[config.mk]
export PLATFORM = sky130hd
export DESIGN_NAME = gps_time_keeper
export DESIGN_NICKNAME = d
export VERILOG_FILES = /design/src/rtl/gps_time_keeper.sv
export SDC_FILE = /design/constraint.sdc
export NUM_CORES = 1
export LEC_CHECK = 0
export CAP_MARGIN = 30
export CELL_PAD_IN_SITES_DETAIL_PLACEMENT = 1
export CELL_PAD_IN_SITES_GLOBAL_PLACEMENT = 1
export CORE_MARGIN = 2
export CORE_UTILIZATION = 52
export DETAILED_ROUTE_END_ITERATION = 12
export DONT_BUFFER_PORTS = 1
export PLACE_DENSITY_LB_ADDON = 0.1
export SYNTH_ARGS = -nofsm -noshare
export SYNTH_HDL_FRONTEND = slang
export SYNTH_SLANG_ARGS = --single-unit
[constraint.sdc]
create_clock -name clk -period 3.49 [get_ports clk]
set_input_delay 1.047 -clock clk [delete_from_list [all_inputs] [get_ports clk]]
set_output_delay 1.047 -clock clk [all_outputs]
set_load 0.005 [all_outputs]
[src/rtl/gps_time_keeper.sv]
// gps_time_keeper: local time-of-day clock that resyncs to valid GPS UTC, coasts between fixes and reports sync/holdover status
module gps_time_keeper #(
    parameter int CLK_HZ     = 50_000_000,
    parameter int TZ_HR      = 0,
    parameter int HOLDOVER_S = 5,
    parameter int LOST_S     = 600
) (
    input  logic       clk,
    input  logic       rst,
    input  logic [4:0] gps_hr,
    input  logic [5:0] gps_min,
    input  logic [5:0] gps_sec,
    input  logic       gps_NSR,
    output logic [4:0] loc_hr,
    output logic [5:0] loc_min,
    output logic [5:0] loc_sec,
    output logic       time_valid,
    output logic       holdover,
    output logic       sec_pulse
);
    localparam int PW = $clog2(CLK_HZ);
    localparam int SW = $clog2(LOST_S + 1);
    localparam logic [1:0] NO_FIX = 2'd0, SYNCED = 2'd1, HOLDOVER = 2'd2;
    localparam logic [PW-1:0] P_MAX = PW'(CLK_HZ - 1);
    localparam logic [SW-1:0] S_HOLD = SW'(HOLDOVER_S);
    localparam logic [SW-1:0] S_LOST = SW'(LOST_S);
    localparam logic [5:0] TZ_ADJ = 6'(TZ_HR + 24);

    logic [1:0]    state;
    logic [16:0]   snap;
    logic [4:0]    utc_hr;
    logic [5:0]    utc_min, utc_sec;
    logic [PW-1:0] presc;
    logic [SW-1:0] stale, stale_inc;
    logic          pulse_pend, load, tick, sec_wrap, min_wrap;
    logic [16:0]   in_time;
    logic [5:0]    hr_sum;
    logic [4:0]    loc_hr_next;

    always_comb begin
        in_time     = {gps_hr, gps_min, gps_sec};
        load        = gps_NSR && in_time != snap && gps_hr <= 5'd23 && gps_min <= 6'd59 && gps_sec <= 6'd59;
        tick        = state != NO_FIX && presc == P_MAX;
        stale_inc   = stale == S_LOST ? stale : stale + 1'b1;
        sec_wrap    = utc_sec == 6'd59;
        min_wrap    = utc_min == 6'd59;
        hr_sum      = {1'b0, utc_hr} + TZ_ADJ;
        loc_hr_next = 5'(hr_sum >= 6'd48 ? hr_sum - 6'd48 : hr_sum >= 6'd24 ? hr_sum - 6'd24 : hr_sum);
    end

    always_ff @(posedge clk) begin
        if (!rst) begin
            state      <= NO_FIX;
            snap       <= '0;
            utc_hr     <= '0;
            utc_min    <= '0;
            utc_sec    <= '0;
            presc      <= '0;
            stale      <= '0;
            pulse_pend <= 1'b0;
            loc_hr     <= '0;
            loc_min    <= '0;
            loc_sec    <= '0;
            time_valid <= 1'b0;
            holdover   <= 1'b0;
            sec_pulse  <= 1'b0;
        end else begin
            snap       <= in_time;
            pulse_pend <= tick && !load;
            sec_pulse  <= pulse_pend;
            time_valid <= state != NO_FIX;
            holdover   <= state == HOLDOVER;
            loc_hr     <= state == NO_FIX ? '0 : loc_hr_next;
            loc_min    <= state == NO_FIX ? '0 : utc_min;
            loc_sec    <= state == NO_FIX ? '0 : utc_sec;
            if (load) begin
                utc_hr  <= gps_hr;
                utc_min <= gps_min;
                utc_sec <= gps_sec;
                presc   <= '0;
                stale   <= '0;
                state   <= SYNCED;
            end else begin
                presc <= (state == NO_FIX || tick) ? '0 : presc + 1'b1;
                if (tick) begin
                    utc_sec <= sec_wrap ? 6'd0 : utc_sec + 6'd1;
                    utc_min <= sec_wrap ? (min_wrap ? 6'd0 : utc_min + 6'd1) : utc_min;
                    utc_hr  <= sec_wrap && min_wrap ? (utc_hr == 5'd23 ? 5'd0 : utc_hr + 5'd1) : utc_hr;
                    stale   <= stale_inc;
                    if (state == SYNCED && stale_inc >= S_HOLD)
                        state <= HOLDOVER;
                    // losing the fix discards the coasted time entirely
                    if (state == HOLDOVER && stale_inc >= S_LOST) begin
                        state   <= NO_FIX;
                        utc_hr  <= '0;
                        utc_min <= '0;
                        utc_sec <= '0;
                    end
                end
            end
        end
    end
endmodule

### Word-level counts from Yosys, hierarchy flattened

Index checks and enable logic that the tools add are counted.

* bits in latches: 0
* register bits: 93
* input bits: 20
* memory bits (writable): 0
* logic and storage cells: 85
* output and inout bits: 20
* memories: 0
* ROM bits: 0

* reductions and logical operators: 25
* equality and inequality tests: 8
* bitwise gates (word level): 1
* multiplexer cells: 21
* multiply operators: 0
* div/mod/pow operators: 0
* shift-type cells: 0
* magnitude comparators: 7
* add/sub/neg operators: 8

Operators with widths (count)
* two-way mux 6 bit: 9
* two-way mux 5 bit: 7
* adder 26 x 1 -> 26 bit (second input constant): 1
* equality test 26 bit (second input constant): 1
* inequality test 17 bit: 1
* adder 6 x 1 -> 6 bit (second input constant): 2
* equality test 6 bit (second input constant): 2
* less-or-equal comparator 6 bit (second input constant): 2
* adder 10 x 1 -> 10 bit (second input constant): 1
* equality test 10 bit (second input constant): 1
* >= comparator 10 bit (second input constant): 1
* >= comparator 10 x 3 -> 1 bit (second input constant): 1
* two-way mux 10 bit: 1
* subtractor 5 bit (second input constant): 2
* logical AND 1 bit: 9
* nonzero test 3 bit: 3
* AND reduction 2 bit: 4
* adder 5 x 5 -> 6 bit (second input constant): 1
* >= comparator 6 x 5 -> 1 bit (second input constant): 1
* >= comparator 6 bit (second input constant): 1
* nonzero test 2 bit: 3
* adder 5 x 1 -> 5 bit (second input constant): 1
* equality test 5 bit (second input constant): 1
* less-or-equal comparator 5 bit (second input constant): 1
* 10 further kinds: 13

### Logic depth before layout (Yosys ltp)

Gate-level depths: netlist (run 1).

* depth in word-level cells: 8
* mapped depth: 9
* depth with buffers taken out: 7

### Worst setup path after synthesis (run 1)

No wires, ideal clock.

* path type: input-to-reg
* start point: input gps_hr[0]
* end point: register presc[19]
* buffers on the path: 2
* setup slack: 0.866 ns
* arrival: 2.559 ns
* library setup time: 0.065 ns
* stages on the path: 8
* path through: xnor2_1 > nand4_1 > nor4_4 > a21oi_2 > or3_1 > buf_2 > buf_6 > nor2_1

* cells in the longest elaborated chain, start to end: 6
* elaborated cells between the ends (all ways): 7

Ends and longest elaborated chain
* start, declared: line 10 `input logic [4:0] gps_hr,`
* branches (longest 2 deep; another with less-or-equal comparator 5 bit)
* logical AND 1 bit (*) (3 in series): line 42 `load = gps_NSR && in_time != snap && gps_hr <= 5'd23 && gps_min <= 6'd59 && gps_sec <= 6'd59;`
* OR reduction 3 bit (no source line) (*)
* end signal, assigned: line 84 `presc <= (state == NO_FIX || tick) ? '0 : presc + 1'b1;`
* end, declared: line 33 `logic [PW-1:0] presc;`

Mark *: on every way between the ends.
A chain may end at the register's enable or synchronous reset.

### Final worst setup path (run 1)

* start point: register stale[3]
* end point: register utc_min[0]

* cells in the longest elaborated chain, start to end: 7
* elaborated cells between the ends (all ways): 10

Ends and longest elaborated chain
* start, declared: line 34 `logic [SW-1:0] stale, stale_inc;`
* start signal, assigned: line 89 `stale <= stale_inc;`
* adder 10 x 1 -> 10 bit or equality test 10 bit (tied branches): line 44 `stale_inc = stale == S_LOST ? stale : stale + 1'b1;`
* two-way mux 10 bit (*): line 44
* >= comparator 10 bit (*): line 93 `if (state == HOLDOVER && stale_inc >= S_LOST) begin`
* logical AND 1 bit (*): line 93
* two-way mux 6 bit: line 93
* two-way mux 6 bit: line 85 `if (tick) begin`
* two-way mux 6 bit: line 76 `if (load) begin`
* end signal, assigned: line 78 `utc_min <= gps_min;`
* end signal, assigned: line 87 `utc_min <= sec_wrap ? (min_wrap ? 6'd0 : utc_min + 6'd1) : utc_min;`
* end, declared: line 32 `logic [5:0] utc_min, utc_sec;`

Mark *: on every way between the ends. The rest lies on a longest branch, timed or not. The select of a mux whose other input is x is not followed.

==> impl_metrics.yaml, run 1 <==
yosys:
  synth-edff-count: 0
  syn-cell-area_um2: 4450
  ys_ff_latch: 93
  synth_area_leaders: "dfxtp_1, xnor2_1, and2_1"
  synth_area_leader_cell: "dfxtp_1"
  synth-seq-area-share_pct: 41.8
  yosys_warnings: 0
  syn_inst: 498
  synth_top_area_share_pct: 41.8
  yosys-top-cells-count: "dfxtp_1, nor2_1, nand3_1, and2_1, nand2_1"
  ys.flop_type: "dfxtp_1"
  syn_avg_cell_area_um2: 8.94
  synth_cell_types: 61
  synthArstFlopShare_pct: 0
  yosysMostFrequentCell: "dfxtp_1"
  synth_fp_nets: 524
global_route:
  grt_max_degree: 28
  overflow: 0
  first_global_vias: 3572
  grt_pass1_wl_mm: 17.1
  grt.total_usage_pct: 23.5
  antenna_found_initial: 0
route:
  wire_per_inst_um: 17.7
  ant_nets: 0
  via_per_inst: 5.98
  drc_errors: 0
  firstDrtPassIters: 4
  wirelength_mm: 10.5
  drtIter0Drc: 156
  route.vias.total: 3564
clocking:
  clock_path_buffers: 2
  ctsHoldBuffers: 0
  cts_tree: "done"
  cts.sinks: 93
  cts_made_buffers: 9
  clk_pin_slew_ns: 0.10
  insertion_delay_ns: 0.36
  cts-htree-levels: 3
  post_cts_resized: 0
  post_cts_buffers: 0
  root_buffer: "clkbuf_8"
min_path:
  hold_path.class: "reg -> reg"
pwr:
  power.share.switching_pct: 25.4
  power.leakage_nw: 1.61
  combPwrFrac_pct: 6.9
  internal_power_mw: 1.46
  peakVddDrop_mv: 0.231
  p_per_area_nw_per_um2: 420
  p_sw_uw: 497
  pwr-share-seq_pct: 57.9
  pwr-share-clk_pct: 35.2
sta:
  period_minus_slack_ns: 2.62
  fin_worst_skew_ns: 0.0138
  worst_pin_slew_ns: 0.870
  tns_ns: 0
  finalCritPeriodShare_pct: 75.1
  slew_viol_final: 0
  setup_viol: 0
  max_clock_freq_ghz: 0.381
  hold_viol: 0
  relSlewSlack_pct: 42.0
  rsz0062_at_grt: "false"
  hold_slack_ns: 0.445
final_layout:
  area_delta_synth_final_pct: 4.44
  antenna_cells: 0
  drive_gt1_share_pct: 7.74
  fin_cells: 596
  fill_cells: 990
  fin_util_pct: 56.3
  final_nets: 512
setup_path:
  critPathRequiredTime_ns: 3.74
  worstSetupStartpointType: "flip-flop"
  arrival_ns: 2.88
  cp_max_fo: 21
  end_kind: "flip-flop"
  critical_path_class: "reg -> reg"
floorplanning:
  die_h_um: 96.5
  core-area_um2: 8260
  die_w_um: 96.5
  start_util_pct: 53.9
  rows: 33
  io_pins: 40
  die_area_um2: 9320
placement:
  port_buffers: 0
  globalplace.congestion: 0.792
  dpl.hpwl_mm: 7.51
  placed_cells: 580
status:
  outcome: "completed"
flow_run:
  max_cap_violations: 0
-- power by group through the flow --
stage                     sequential (mW)  clock (mW)  combinational, mW
after floorplan                      1.14           0              0.114
after CTS                            1.13       0.699              0.136
after global routing                 1.14       0.741              0.151
after detailed placement             1.15           0              0.134
after global placement               1.15           0              0.130
final                                1.13       0.687              0.136
-- state kept, by name, summed over array words and instances, names as in the netlist, 6 cells and up --
signal,count
loc_sec,6
stale,10
snap,17
utc_sec,6
loc_min,6
utc_min,6
presc,26
-- logic make-up after synthesis --
kind of cell             synth area share, %
adder cells (fa/ha/maj)                 1.69
AND/OR/NAND/NOR                         29.9
flip-flops                              41.8
buffers and inverters                   3.88
XOR/XNOR                                10.2
AO/OA/AOI/OAI                           12.3
multiplexers                           0.225
-- layer usage --
metal  track usage [%]  share of wire, %  wire length [um]
met5                 0                 0                 0
met4              5.99               1.7               184
met3              4.81               3.8               403
met2              37.6                45              4770
met1              32.4                49              5190
-- metrics by stage --
step / worst slack, ns / power [mW] / area, um2
final: 0.868 / 1.95 / 4650
after global routing: 0.607 / 2.03 / 4650
after CTS: 0.904 / 1.96 / 4650
after detailed placement: 0.545 / 1.29 / 4460
after global placement: 0.579 / 1.28 / 4460
after floorplan: 0.866 / 1.25 / 4450
-- path summary, 6_finish.rpt --
kind / startpoint / endpoint / slack [ns] / cells after the start
hold reg to reg: presc[0] / presc[0] / 0.45 / 1
setup reg to reg: stale[3] / utc_min[0] / 0.87 / 6
setup / recovery: stale[3] / utc_min[0] / 0.87 / 6
hold / removal: presc[0] / presc[0] / 0.45 / 1
-- cell usage in the layout (no fill, tap or decap), types with 8 or more instances in the layout --
cell type   n
clkbuf_8   11
nor3_1     13
a311oi_1    9
nor2b_1     8
dfxtp_1    93
a21oi_1     9
xor2_1     23
nand4_1    19
nor2_1     52
and3_1     11
a211oi_1   12
nand2_1    34
nand3_1    35
xnor2_1    29
o21ai_0    10
a31oi_1     8
inv_1      10
and2_1     34
-- final cells by class --
type                       count  area, um2  share of cell area (%)
inverter                      10       37.5                   0.808
clock inverter                 4       31.3                   0.673
clock buffer                  12        155                    3.34
timing repair buffer           2       15.0                   0.323
multi-input combinational    370       2420                    52.0
sequential                    93       1860                    40.1
tap                          105        131                    2.83
-- worst max-delay path: stages, from the launching register on --
cell and delay [ns]:
dfxtp_1 0.56, nand4_1 0.31, nor2_1 0.28, a41o_1 0.33, a31o_2 0.52, nand3_1 0.17
a311oi_1 0.35
Power figures use the tool's default switching activity.
==> inputs of run 2 (changes only) <==
- CORE_UTILIZATION: 52 -> 44
- clock period: 3.49 -> 2.4 ns (I/O delays scaled with it)
==> run 2 against run 1 <==
Against the previous run:
- utilization fell by 4.9 points
- clock power rose by 70%
- critical path depth rose by 2
- via count rose by 3.2%
- non-clock buffer count rose by 33
- combinational power rose by 58%
- largest cell class unchanged
- highest routed layer unchanged
==> impl_metrics.yaml, run 2 (synthesis results as in run 1) <==
status:
  outcome: "completed"
global_route:
  antenna_found_initial: 0
  grt_pass1_wl_mm: 19.1
  overflow: 0
  grt.total_usage_pct: 21.7
  grt_max_degree: 27
  first_global_vias: 3753
clocking:
  insertion_delay_ns: 0.37
  clock_path_buffers: 2
  cts-htree-levels: 3
  clk_pin_slew_ns: 0.09
  cts_made_buffers: 9
  cts.sinks: 93
  root_buffer: "clkbuf_8"
  cts_tree: "done"
  ctsHoldBuffers: 0
final_layout:
  ff_latch_area_um2: 1870
  final_nets: 545
  fin_area_um2: 5020
  largest-register: "presc"
  largest_register_ffs: 26
  final_common_cell: "dfxtp_1"
  antenna_cells: 0
  drive_gt1_share_pct: 14.7
  fin_util_pct: 51.4
  multiInputGateArea_um2: 2450
  reg_top3: "presc x26, snap x17, stale x10"
  final_cell_mix: "dfxtp_1, nor2_1, nand3_1"
  fill_cells: 1184
  fin_cells: 657
  area_delta_synth_final_pct: 12.8
min_path:
  hold_path.class: "reg -> reg"
  min_path_cells: 1
floorplanning:
  die_area_um2: 10900
  rows: 36
  die_w_um: 105
  core-area_um2: 9770
  start_util_pct: 45.5
  io_pins: 40
  die_h_um: 105
sta:
  worst_pin_slew_ns: 0.514
  hold_viol: 0
  max_clock_freq_ghz: 0.441
  rsz0062_at_grt: "true"
  slew_viol_final: 0
  relSlewSlack_pct: 65.7
  tns_ns: 0
  finalCritPeriodShare_pct: 94.5
  fin_worst_skew_ns: 0.00708
  period_minus_slack_ns: 2.27
  setup_viol: 0
  hold_slack_ns: 0.451
placement:
  placed_cells: 640
  globalplace.congestion: 0.772
  port_buffers: 0
  placed_cell_area_um2: 4750
  dpl.hpwl_mm: 8.33
setup_path:
  end_kind: "flip-flop"
  critical_path_class: "reg -> reg"
  rr_worst_depth: 8
  cp_max_fo: 6
  critPathRequiredTime_ns: 2.67
  arrival_ns: 2.54
  worstSetupStartpointType: "flip-flop"
flow_run:
  max_cap_violations: 0
route:
  drc_errors: 0
  route.vias.total: 3679
  ant_nets: 0
  firstDrtPassIters: 4
  wirelength_mm: 11.3
  via_per_inst: 5.60
  drtIter0Drc: 155
  wire_per_inst_um: 17.2
pwr:
  power.leakage_nw: 1.79
  p_per_area_nw_per_um2: 603
  peakVddDrop_mv: 0.405
==> run 2: through the flow <==
stage	setup WS, ns	power (mW)
2_1_floorplan	0.103	1.82
3_3_place_gp	0.0873	1.88
3_5_place_dp	-0.0223	1.89
4_1_cts	0.0553	3.06
5_1_grt	-0.0368	3.16
6_report	0.132	3.03
==> run 2: what timing repair did <==
action	in CTS	in global routing
endpoints found under the setup margin	0	13
gates resized for setup	0	9
endpoints found under the hold margin	0	0
setup buffers	0	1
==> run 2: final timing paths <==
path | startpoint | slack [ns] | end
max reg2reg | stale[5] | 0.13 | utc_min[2]
max | stale[5] | 0.13 | utc_min[2]
min reg2reg | pulse_pend | 0.45 | sec_pulse
min | pulse_pend | 0.45 | sec_pulse
==> run 2: worst max-delay path, stage by stage (launching register included) <==
cell	delay (ns)
dfxtp_1	0.44
nand4_1	0.27
buf_4	0.22
o311a_1	0.37
nor2_4	0.14
buf_4	0.15
a21oi_4	0.08
a21o_1	0.23
a311oi_1	0.26
==> run 2: where the power goes <==
group	internal, mW	leakage, nW	switching (mW)
Clock	0.617	0.106	0.552
Sequential	1.59	0.760	0.0500
Combinational	0.0965	0.921	0.118
==> run 2: final cells by class <==
cell class / count / area share (%)
inverters: 10 / 0.748
clock buffers: 11 / 2.82
repair buffers: 35 / 5.48
flip-flops and latches: 93 / 37.2
multi-input cells: 370 / 48.8
well taps: 133 / 3.31
clock inverters: 5 / 1.67
==> run 2: layer usage <==
metal / part of all wire [%] / wire (um) / global-route usage, %
met1: 48 / 5480 / 29.6
met2: 46 / 5220 / 34.6
met3: 4.2 / 475 / 4.68
met4: 1.2 / 139 / 6.38
met5: 0 / 0 / 0
==> inputs of run 3 (changes only) <==
- SETUP_SLACK_MARGIN: not set -> 0.5
==> run 3 against run 2 <==
Against the previous run:
- cell count rose by 3.3%
- non-clock buffer count is 21 higher
- clock power decreased by 20%
- sequential cell count is the same
- setup slack worse by 0.021 ns
- sequential power is essentially flat
- register-to-register slack worse by 0.02 ns
- clock-buffer cell count did not move
- combinational power grew 31%
- critical path type unchanged
==> impl_metrics.yaml, run 3 (synthesis results as in run 1) <==
route:
  via_per_inst: 5.74
  ant_nets: 0
  drc_errors: 0
  drtIter0Drc: 200
  route.vias.total: 3900
  wire_per_inst_um: 19.3
  wirelength_mm: 13.1
  firstDrtPassIters: 4
global_route:
  grt_pass1_wl_mm: 20.9
  overflow: 0
  grt.total_usage_pct: 24.1
  antenna_found_initial: 0
  grt_max_degree: 27
  first_global_vias: 4009
flow_run:
  max_cap_violations: 0
pwr:
  peakVddDrop_mv: 0.398
  power.leakage_nw: 2.05
  p_per_area_nw_per_um2: 507
  p_total_mw: 2.86
clocking:
  clock_path_buffers: 2
  cts-htree-levels: 3
  ctsHoldBuffers: 0
  clk_pin_slew_ns: 0.09
  insertion_delay_ns: 0.36
  cts_made_buffers: 9
  cts.sinks: 93
  cts_tree: "done"
  root_buffer: "clkbuf_8"
setup_path:
  endpoint: "utc_sec[0]"
  reg2reg_from: "presc[16]"
  critPathRequiredTime_ns: 2.69
  critical_path_class: "reg -> reg"
  arrival_ns: 2.58
  end_kind: "flip-flop"
  rr_worst_depth: 9
  critPathLaunch: "presc[16]"
  worstSetupStartpointType: "flip-flop"
  ff2ff_setup_slack_ns: 0.11
  cp_max_fo: 6
  rr_endpoint: "utc_sec[0]"
floorplanning:
  die_h_um: 105
  die_area_um2: 10900
  start_util_pct: 45.5
  io_pins: 40
  die_w_um: 105
  rows: 36
  core-area_um2: 9770
sta:
  setup_viol: 0
  fin_ws_ns: 0.111
  finalCritPeriodShare_pct: 95.4
  worst_pin_slew_ns: 0.597
  slew_viol_final: 0
  relSlewSlack_pct: 60.1
  period_minus_slack_ns: 2.29
  fin_worst_skew_ns: 0.0141
  hold_viol: 0
  tns_ns: 0
  max_clock_freq_ghz: 0.437
  rsz0062_at_grt: "true"
min_path:
  hold_path.class: "reg -> reg"
final_layout:
  fill_cells: 1130
  drive_gt1_share_pct: 28.4
  final_cell_mix: "dfxtp_1, nor2_1, buf_4, and2_1"
  largest-register: "presc"
  final_nets: 568
  largest_register_ffs: 26
  fin_area_um2: 5640
  fin_util_pct: 57.7
  final_common_cell: "dfxtp_1"
  area_delta_synth_final_pct: 26.6
  ff_latch_area_um2: 1890
  multiInputGateArea_um2: 2790
  reg_top3: "presc x26, snap x17, stale x10"
  antenna_cells: 0
placement:
  pre_cts_slack_ns: 0.0437
  globalplace.congestion: 0.821
  dpl.hpwl_mm: 8.01
  placed_cell_area_um2: 4750
  port_buffers: 0
status:
  outcome: "completed"
run 3: cell types whose count changed in the layout (fill, tap and decap cells not counted), moves of 6 or more:
cell / before / now
dfxtp_1: 90 / 83
nand3_1: 35 / 29
dfxtp_4: 0 / 6
nor2_1: 51 / 43
nor2_2: 2 / 8
nand3_2: 1 / 7
buf_6: 0 / 8
run 3: report_power, final:
group          leakage [nW]  total (mW)  internal (mW)  switching, mW
Combinational          1.20       0.282          0.140          0.142
Sequential            0.765        1.64           1.58         0.0550
Clock                0.0855       0.938          0.397          0.541
run 3: per-layer routing:
metal,GRT usage (%),share of wire (%),up-vias
li1,-,-,1861
met1,32.3,48,1921
met2,39.7,47,105
met3,4.74,3.8,13
met4,6.57,1.2,0
met5,0,0,-
run 3: final cells by class:
class / count / share of cell area, %
clock buffers: 11 / 2.51
clock inverters: 4 / 0.422
inverters: 10 / 0.666
multi-input cells: 372 / 49.6
flip-flops and latches: 93 / 33.5
well taps: 133 / 2.95
repair buffers: 56 / 10.3
run 3: worst max-delay path, stage by stage (launching register included):
cell and delay [ns]:
dfxtp_4 0.37, or4_4 0.52, buf_6 0.14, nor4_4 0.33
nand4_4 0.21, buf_6 0.19, buf_6 0.12, nor2_4 0.10
nand3_2 0.08, a21oi_1 0.15
run 3: repair_timing:
action                     in CTS  in global routing
cloned                          6                  0
setup endpoints to repair      56                 56
setup buffers                  25                  6
gates resized for setup        69                 15
pin swaps                      30                 15
run 3: how the worst min path moves through the flow:
stage	depth (start not counted)	slack, ns	to	from
floorplan	1	0.41	sec_pulse	pulse_pend
global placement	1	0.42	sec_pulse	pulse_pend
detailed placement	1	0.43	sec_pulse	pulse_pend
CTS	1	0.45	sec_pulse	pulse_pend
global route	1	0.46	snap[12]	gps_hr[0]
finish	1	0.46	sec_pulse	pulse_pend
run 3: stage by stage:
step                      std cells  hold slack [ns]
after floorplan                 498            0.412
after global placement          627            0.423
after detailed placement        627            0.431
after CTS                       673            0.454
after global routing            679            0.458
final                           679            0.457
